[src/rtl/riscv_pkg.sv]
// Shared RISC-V front-end definitions: opcode field values, the canonical NOP,
// the default address width and the fetch FSM state encoding.
package riscv_pkg;

  localparam int ADDR_W = 32;

  localparam logic [6:0] RTYPE  = 7'b0110011;
  localparam logic [6:0] ITYPE  = 7'b0010011;
  localparam logic [6:0] LOAD   = 7'b0000011;
  localparam logic [6:0] SAVE   = 7'b0100011;
  localparam logic [6:0] BTYPE  = 7'b1100011;
  localparam logic [6:0] JTYPE  = 7'b1101111;
  localparam logic [6:0] JRTYPE = 7'b1100111;

  localparam logic [31:0] NOP = 32'h00000013;

  typedef enum logic [1:0] {
    S_IDLE    = 2'b00,
    S_REQ     = 2'b01,
    S_DISCARD = 2'b10
  } fetch_state_e;

endpackage

[src/rtl/fetch_fifo.sv]
// Small power-of-two FIFO holding fetched {instruction, pc} pairs.
// Storage is registered; the head entry is read straight from the storage
// registers. Flush empties the FIFO and overrides a same-cycle push or pop.
module fetch_fifo #(
  parameter int DEPTH = 2,
  parameter int WIDTH = 64
) (
  input  logic                     clk,
  input  logic                     rst,
  input  logic                     push,
  input  logic                     pop,
  input  logic                     flush,
  input  logic [WIDTH-1:0]         din,
  output logic                     full,
  output logic                     empty,
  output logic [$clog2(DEPTH):0]   count,
  output logic [WIDTH-1:0]         head
);

  localparam int PW = $clog2(DEPTH);
  localparam int CW = PW + 1;
  localparam logic [CW-1:0] DEPTH_C = CW'(DEPTH);

  logic [WIDTH-1:0] mem_r [DEPTH];
  logic [PW-1:0]    rd_ptr_r;
  logic [PW-1:0]    wr_ptr_r;
  logic [CW-1:0]    count_r;
  logic             do_push_s;
  logic             do_pop_s;

  assign full      = (count_r == DEPTH_C);
  assign empty     = (count_r == {CW{1'b0}});
  assign count     = count_r;
  assign head      = mem_r[rd_ptr_r];
  assign do_pop_s  = pop && !flush && !empty;
  assign do_push_s = push && !flush && (!full || do_pop_s);

  // Pointer and occupancy update; flush wins over push and pop
  always_ff @(posedge clk or posedge rst) begin
    if (rst) begin
      rd_ptr_r <= {PW{1'b0}};
      wr_ptr_r <= {PW{1'b0}};
      count_r  <= {CW{1'b0}};
    end else if (flush) begin
      rd_ptr_r <= {PW{1'b0}};
      wr_ptr_r <= {PW{1'b0}};
      count_r  <= {CW{1'b0}};
    end else begin
      if (do_push_s) wr_ptr_r <= wr_ptr_r + PW'(1);
      if (do_pop_s)  rd_ptr_r <= rd_ptr_r + PW'(1);
      case ({do_push_s, do_pop_s})
        2'b10:   count_r <= count_r + CW'(1);
        2'b01:   count_r <= count_r - CW'(1);
        default: count_r <= count_r;
      endcase
    end
  end

  // Entry storage; cleared on reset so the head reads as zero until first push
  always_ff @(posedge clk or posedge rst) begin
    if (rst) begin
      for (int i = 0; i < DEPTH; i++) mem_r[i] <= {WIDTH{1'b0}};
    end else if (do_push_s) begin
      mem_r[wr_ptr_r] <= din;
    end
  end

endmodule

[src/rtl/instr_fetch_unit.sv]
// Instruction fetch unit: issues sequential I-cache reads with a held-request
// handshake, buffers returned words in fetch_fifo and presents them to ID.
// A redirect flushes the buffer and restarts fetch; a request already on the
// bus is never withdrawn, its returning word is simply dropped.
module instr_fetch_unit #(
  parameter int                ADDR_W    = 32,
  parameter int                BUF_DEPTH = 2,
  parameter logic [ADDR_W-1:0] RESET_PC  = {ADDR_W{1'b0}}
) (
  input  logic              clk,
  input  logic              rst,
  output logic              icache_read,
  output logic [ADDR_W-1:0] icache_addr,
  input  logic [31:0]       icache_rdata,
  input  logic              icache_stall,
  input  logic              redirect_valid,
  input  logic [ADDR_W-1:0] redirect_pc,
  input  logic              id_stall,
  output logic              if_valid,
  output logic [31:0]       if_instr,
  output logic [ADDR_W-1:0] if_pc
);

  import riscv_pkg::*;

  localparam int CW = $clog2(BUF_DEPTH) + 1;
  localparam logic [CW-1:0] DEPTH_C = CW'(BUF_DEPTH);

  fetch_state_e             state_r;
  logic [ADDR_W-1:0]        pc_r;
  logic [ADDR_W-1:0]        pc_next_s;
  logic [ADDR_W-1:0]        target_s;
  logic                     push_s;
  logic                     pop_s;
  logic                     fifo_full_s;
  logic                     fifo_empty_s;
  logic [CW-1:0]            fifo_count_s;
  logic [CW-1:0]            post_count_s;
  logic [32+ADDR_W-1:0]     fifo_head_s;

  assign pc_next_s = pc_r + ADDR_W'(4);
  assign target_s  = redirect_pc & {{(ADDR_W-2){1'b1}}, 2'b00};
  assign push_s    = (state_r == S_REQ) && !icache_stall && !redirect_valid;
  assign pop_s     = if_valid && !id_stall;

  // Occupancy after this cycle's accepted word, counting a same-cycle pop
  always_comb begin
    post_count_s = fifo_count_s + CW'(1);
    if (pop_s) begin
      post_count_s = fifo_count_s;
    end else begin
      post_count_s = fifo_count_s + CW'(1);
    end
  end

  fetch_fifo #(
    .DEPTH (BUF_DEPTH),
    .WIDTH (32 + ADDR_W)
  ) u_fifo (
    .clk   (clk),
    .rst   (rst),
    .push  (push_s),
    .pop   (pop_s),
    .flush (redirect_valid),
    .din   ({icache_rdata, icache_addr}),
    .full  (fifo_full_s),
    .empty (fifo_empty_s),
    .count (fifo_count_s),
    .head  (fifo_head_s)
  );

  assign if_valid = !fifo_empty_s;
  assign if_instr = fifo_head_s[32+ADDR_W-1:ADDR_W];
  assign if_pc    = fifo_head_s[ADDR_W-1:0];

  // Fetch FSM with registered request outputs; a live request keeps read/addr
  // frozen until the cache accepts it
  always_ff @(posedge clk or posedge rst) begin
    if (rst) begin
      state_r     <= S_IDLE;
      pc_r        <= RESET_PC;
      icache_read <= 1'b0;
      icache_addr <= RESET_PC;
    end else begin
      case (state_r)
        S_IDLE: begin
          if (redirect_valid) begin
            pc_r        <= target_s;
            icache_addr <= target_s;
            icache_read <= 1'b1;
            state_r     <= S_REQ;
          end else if (!fifo_full_s) begin
            icache_addr <= pc_r;
            icache_read <= 1'b1;
            state_r     <= S_REQ;
          end else begin
            icache_read <= 1'b0;
          end
        end
        S_REQ: begin
          if (redirect_valid) begin
            pc_r <= target_s;
            if (icache_stall) begin
              state_r <= S_DISCARD;
            end else begin
              icache_addr <= target_s;
            end
          end else if (!icache_stall) begin
            pc_r        <= pc_next_s;
            icache_addr <= pc_next_s;
            if (post_count_s < DEPTH_C) begin
              icache_read <= 1'b1;
            end else begin
              icache_read <= 1'b0;
              state_r     <= S_IDLE;
            end
          end
        end
        S_DISCARD: begin
          // A redirect arriving as the abandoned word returns goes straight
          // to the new target instead of re-reading the dead address
          if (redirect_valid) begin
            pc_r <= target_s;
            if (!icache_stall) begin
              icache_addr <= target_s;
              state_r     <= S_REQ;
            end
          end else if (!icache_stall) begin
            icache_addr <= pc_r;
            state_r     <= S_REQ;
          end
        end
        default: begin
          state_r     <= S_IDLE;
          icache_read <= 1'b0;
          icache_addr <= pc_r;
        end
      endcase
    end
  end

endmodule
[config.mk]
export PLATFORM = sky130hd
export DESIGN_NAME = instr_fetch_unit
export DESIGN_NICKNAME = d
export VERILOG_FILES = /design/src/rtl/riscv_pkg.sv /design/src/rtl/fetch_fifo.sv /design/src/rtl/instr_fetch_unit.sv
export SDC_FILE = /design/constraint.sdc
export NUM_CORES = 1
export LEC_CHECK = 0
export ABC_AREA = 1
export BUFFER_PORTS_ARGS = -buffer_cell sky130_fd_sc_hd__buf_4
export CAP_MARGIN = 40
export CORE_MARGIN = 5
export CORE_UTILIZATION = 60
export CTS_CLUSTER_SIZE = 40
export DETAILED_ROUTE_END_ITERATION = 16
export GPL_TIMING_DRIVEN = 0
export PLACE_DENSITY = 0.85
export SLEW_MARGIN = 20
export SYNTH_ARGS = -nofsm -noshare
export SYNTH_HDL_FRONTEND = slang
export SYNTH_SLANG_ARGS = --single-unit
[constraint.sdc]
create_clock -name clk -period 14.8 [get_ports clk]
set_input_delay 2.96 -clock clk [delete_from_list [all_inputs] [get_ports clk]]
set_output_delay 2.96 -clock clk [all_outputs]
set_load 0.02 [all_outputs]
==> impl_metrics.csv <==
group,metric,value,unit
global_route,grt_first_pass_wirelength,53700,µm
sta,holdWs,0.486,ns
global_route,track_usage,34.1,%
final_layout,final_area,12500,µm²
detailed_routing,drtAntennaViolNets,0,
global_route,grt_max_degree,109,
synthesis,ys_seq_area_share,47.6,%
clock_network,cts.sinks,197,
detailed_routing,finalWirelength,33800,µm
critical_path,crit_fanout,10,
floorplan,ios,167,
placed_design,dpl_cell_area,11900,µm²
critical_path,crit_required,11.84,ns
sta,setup_viol,0,
clock_network,clk_path_buf_depth,2,
clock_network,clk_pin_slew,0.08,ns
synthesis,synthTopCellsByCount,"521 x nand2_1, 197 x dfrtp_1, 124 x o21ai_0, 118 x inv_1, 87 x a21oi_1",
synthesis,ys.flop_type,"dfrtp_1",
sta,finClkSkew,0.0134,ns
detailed_routing,post-route-drc-count,0,
floorplan,start_util,60.5,%
critical_path,cp_slowest_cell,"clkbuf_1",
sta,finalMaxSlewViolations,0,
synthesis,postSynthCellCount,1412,
power,ir_drop,0.127,mV
power,pwr_density_cell,228,nW/µm²
detailed_routing,routed-via-count,10558,
clock_network,cts_setup_buffers,0,
power,swShare,46.7,%
global_route,antenna_found_initial,0,
clock_network,cts_tree,"done",
synthesis,ys_types,36,
critical_path,critPathTopFamily,"buffers and inverters",
sta,fmax,193,MHz
floorplan,die-width,141,µm
final_layout,nFillCells,1383,
run,max_cap_viol_count,0,
synthesis,synth_top_area_share,47.6,%
critical_path,cp-end-kind,"output pin",
power,combinationalPowerShare,49.4,%
sta,worst_pin_slew,0.746,ns
detailed_routing,drtPass1Iterations,6,
sta,finalHoldViolations,0,
critical_path,cpPeakStageDelay,0.47,ns
outcome,status,"finished clean",
sta,min_period,5.18,ns
sta,rsz0062_at_grt,"no",
power,p_seq_share,34.2,%
placed_design,place.gp.congestion,1.00,
clock_network,hold_buffers,0,
floorplan,core_area,17100,µm²
placed_design,dp_hpwl,24800,µm
global_route,grt_remaining_overflow,0,
critical_path,path_buf_inv,4,
floorplan,die_h,141,µm
synthesis,synth-edff-count,0,
floorplan,row_count,48,
sta,period_share,35.0,%
min_path,hold_class,"reg -> reg",
global_route,grt_pass1_vias,10187,
placed_design,post-place-ws,10.05,ns
synthesis,async_flop_share,100,%
critical_path,path_cells,"inv_1 > clkbuf_1 > clkbuf_1 > nand2_1 > nand2_1 > buf_4",
synthesis,yosys.area.top_type,"dfrtp_1",
synthesis,syn_area,10400,µm²
clock_network,insertion_delay,0.45,ns
detailed_routing,drtIter0Drc,1144,
detailed_routing,via_per_inst,5.76,
final_layout,layout-drive-gt1-share,16.1,%
detailed_routing,wire_per_inst,18.4,µm
final_layout,finalNetCount,1667,
critical_path,cp-start-kind,"flip-flop",
critical_path,critical_path_class,"reg -> out",
final_layout,diodes,0,
sta,fin_ws,9.62,ns
sta,finalSetupTns,0,ns
clock_network,cts_buffers,17,
power,switching_power,1330,µW
synthesis,syn_nets,1484,
synthesis,ys_warn_count,0,
clock_network,clockRootBuffer,"clkbuf_16",
synthesis,synth_most_common_cell,"nand2_1",
clock_network,cts_resized,0,
clock_network,htreeDepth,4,
placed_design,port_buffers,163,
synthesis,synth_seq_cells,197,
power,clkPwrFrac,16.4,%
final_layout,syn2layout_area_growth,20.5,%
synthesis,yosys-top-cells-area,"dfrtp_1 48%, nand2_1 19%, o21ai_0 6.0%, inv_1 4.3%, a21oi_1 4.2%",
floorplan,die-area,20000,µm²
power,power_leakage,0.00642,µW
sta,slew_headroom,50.3,%
synthesis,synth.avg_cell_area,7.34,µm²
critical_path,worst_ep_arrival_time,2.22,ns
power,intPower,1520,µW
==> flip-flops by register name, summed over array words and instances, names as in the netlist <==
signal           flops
u_fifo.wr_ptr_r      1
state_r              2
u_fifo.mem_r       128
pc_r                30
u_fifo.count         2
icache_addr         32
u_fifo.rd_ptr_r      1
icache_read          1
==> final timing paths <==
path	start	to	slack, ns	cells past startpoint
worst min-delay path	u_fifo.mem_r[58]	u_fifo.mem_r[58]	0.49	2
min in group asynchronous	rst	u_fifo.mem_r[41]	2.65	2
max in group asynchronous	rst	pc_r[13]	11.25	3
worst max-delay path	u_fifo.rd_ptr_r	if_pc[23]	9.62	6
worst max register to register	pc_r[7]	icache_addr[21]	12.54	9
worst min register to register	u_fifo.mem_r[58]	u_fifo.mem_r[58]	0.49	2
==> metrics by stage <==
| step | power (µW) | instances | util, % |
|---|---|---|---|
| final | 2850 | 1832 | 73.0 |
| after global routing | 3040 | 1832 | 73.0 |
| after CTS | 2820 | 1832 | 73.0 |
| after detailed placement | 2350 | 1801 | 69.5 |
| after global placement | 2320 | 1800 | 69.3 |
| after floorplan | 1820 | 1412 | - |
==> worst reg2reg max path: stages, from the launching register on <==
cell and delay, ns:
dfrtp_1 0.51, nand2_1 0.16, nor2_1 0.14, nand2_1 0.20
nor2_1 0.44, nand2_1 0.13, o21ai_0 0.32, nand2_1 0.09
nand2_1 0.10, nand2_1 0.05
==> placed cells by master, fill, tap and decap left out, types with 2 or more instances in the layout <==
cell        netlist  final
clkbuf_16         0     17
o22ai_1           8      8
buf_2            36     36
o21ai_1          78     78
xor2_1           11     11
clkbuf_1         29     29
a21oi_1          87     87
clkinv_8          0      2
inv_1           118    117
a31oi_1           2      2
nand3_1          43     43
dfrtp_1         197    197
inv_8             0      4
buf_4             4    167
buf_1             5      5
nor2_4            2      2
o221ai_1          2      2
nand2_1         521    521
inv_2             7      7
a211oi_1          4      4
nor2_2            4      4
a21boi_0          2      2
nor2_1           61     61
o21a_1            4      4
clkinvlp_4        0      3
a22oi_1          16     16
ha_1              3      3
buf_6             3      3
nor3_1            8      8
o211ai_1         14     14
nand4_1           9      9
inv_6             0      5
nand2_2           3      3
o21ai_0         124    124
==> power groups by stage <==
stage                     registers, µW  logic [µW]  clock network, µW
final                               973        1400                467
after global routing               1000        1540                492
after floorplan                     973         850                  0
after CTS                           964        1390                467
after detailed placement            972        1380                  0
after global placement              965        1350                  0
==> routing by layer <==
metal,part of all wire (%),vias up,track usage [%]
li1,-,4938,-
met1,40,4916,46.0
met2,46,592,54.6
met3,8.9,112,5.53
met4,4.6,0,15.3
met5,0,-,0
==> final cells by class <==
type                       instances  area [µm²]  area share, %
buffer                            78         377           3.02
clock buffer                      17         425           3.41
clock inverter                    14         163           1.30
inverter                         125         477           3.82
multi-input combinational       1012        4580           36.7
sequential                       197        4930           39.5
tap                              225         282           2.25
timing repair buffer             164        1250           10.0
==> kinds of logic after synthesis <==
family	share of synthesized area, %
buffers and inverters	8.17
AND/OR/NAND/NOR	24.8
flip-flops	47.6
XOR/XNOR	0.930
adder cells (fa/ha/maj)	0.362
AO/OA/AOI/OAI	18.2
Note: power is estimated with default switching activity, not from simulation.
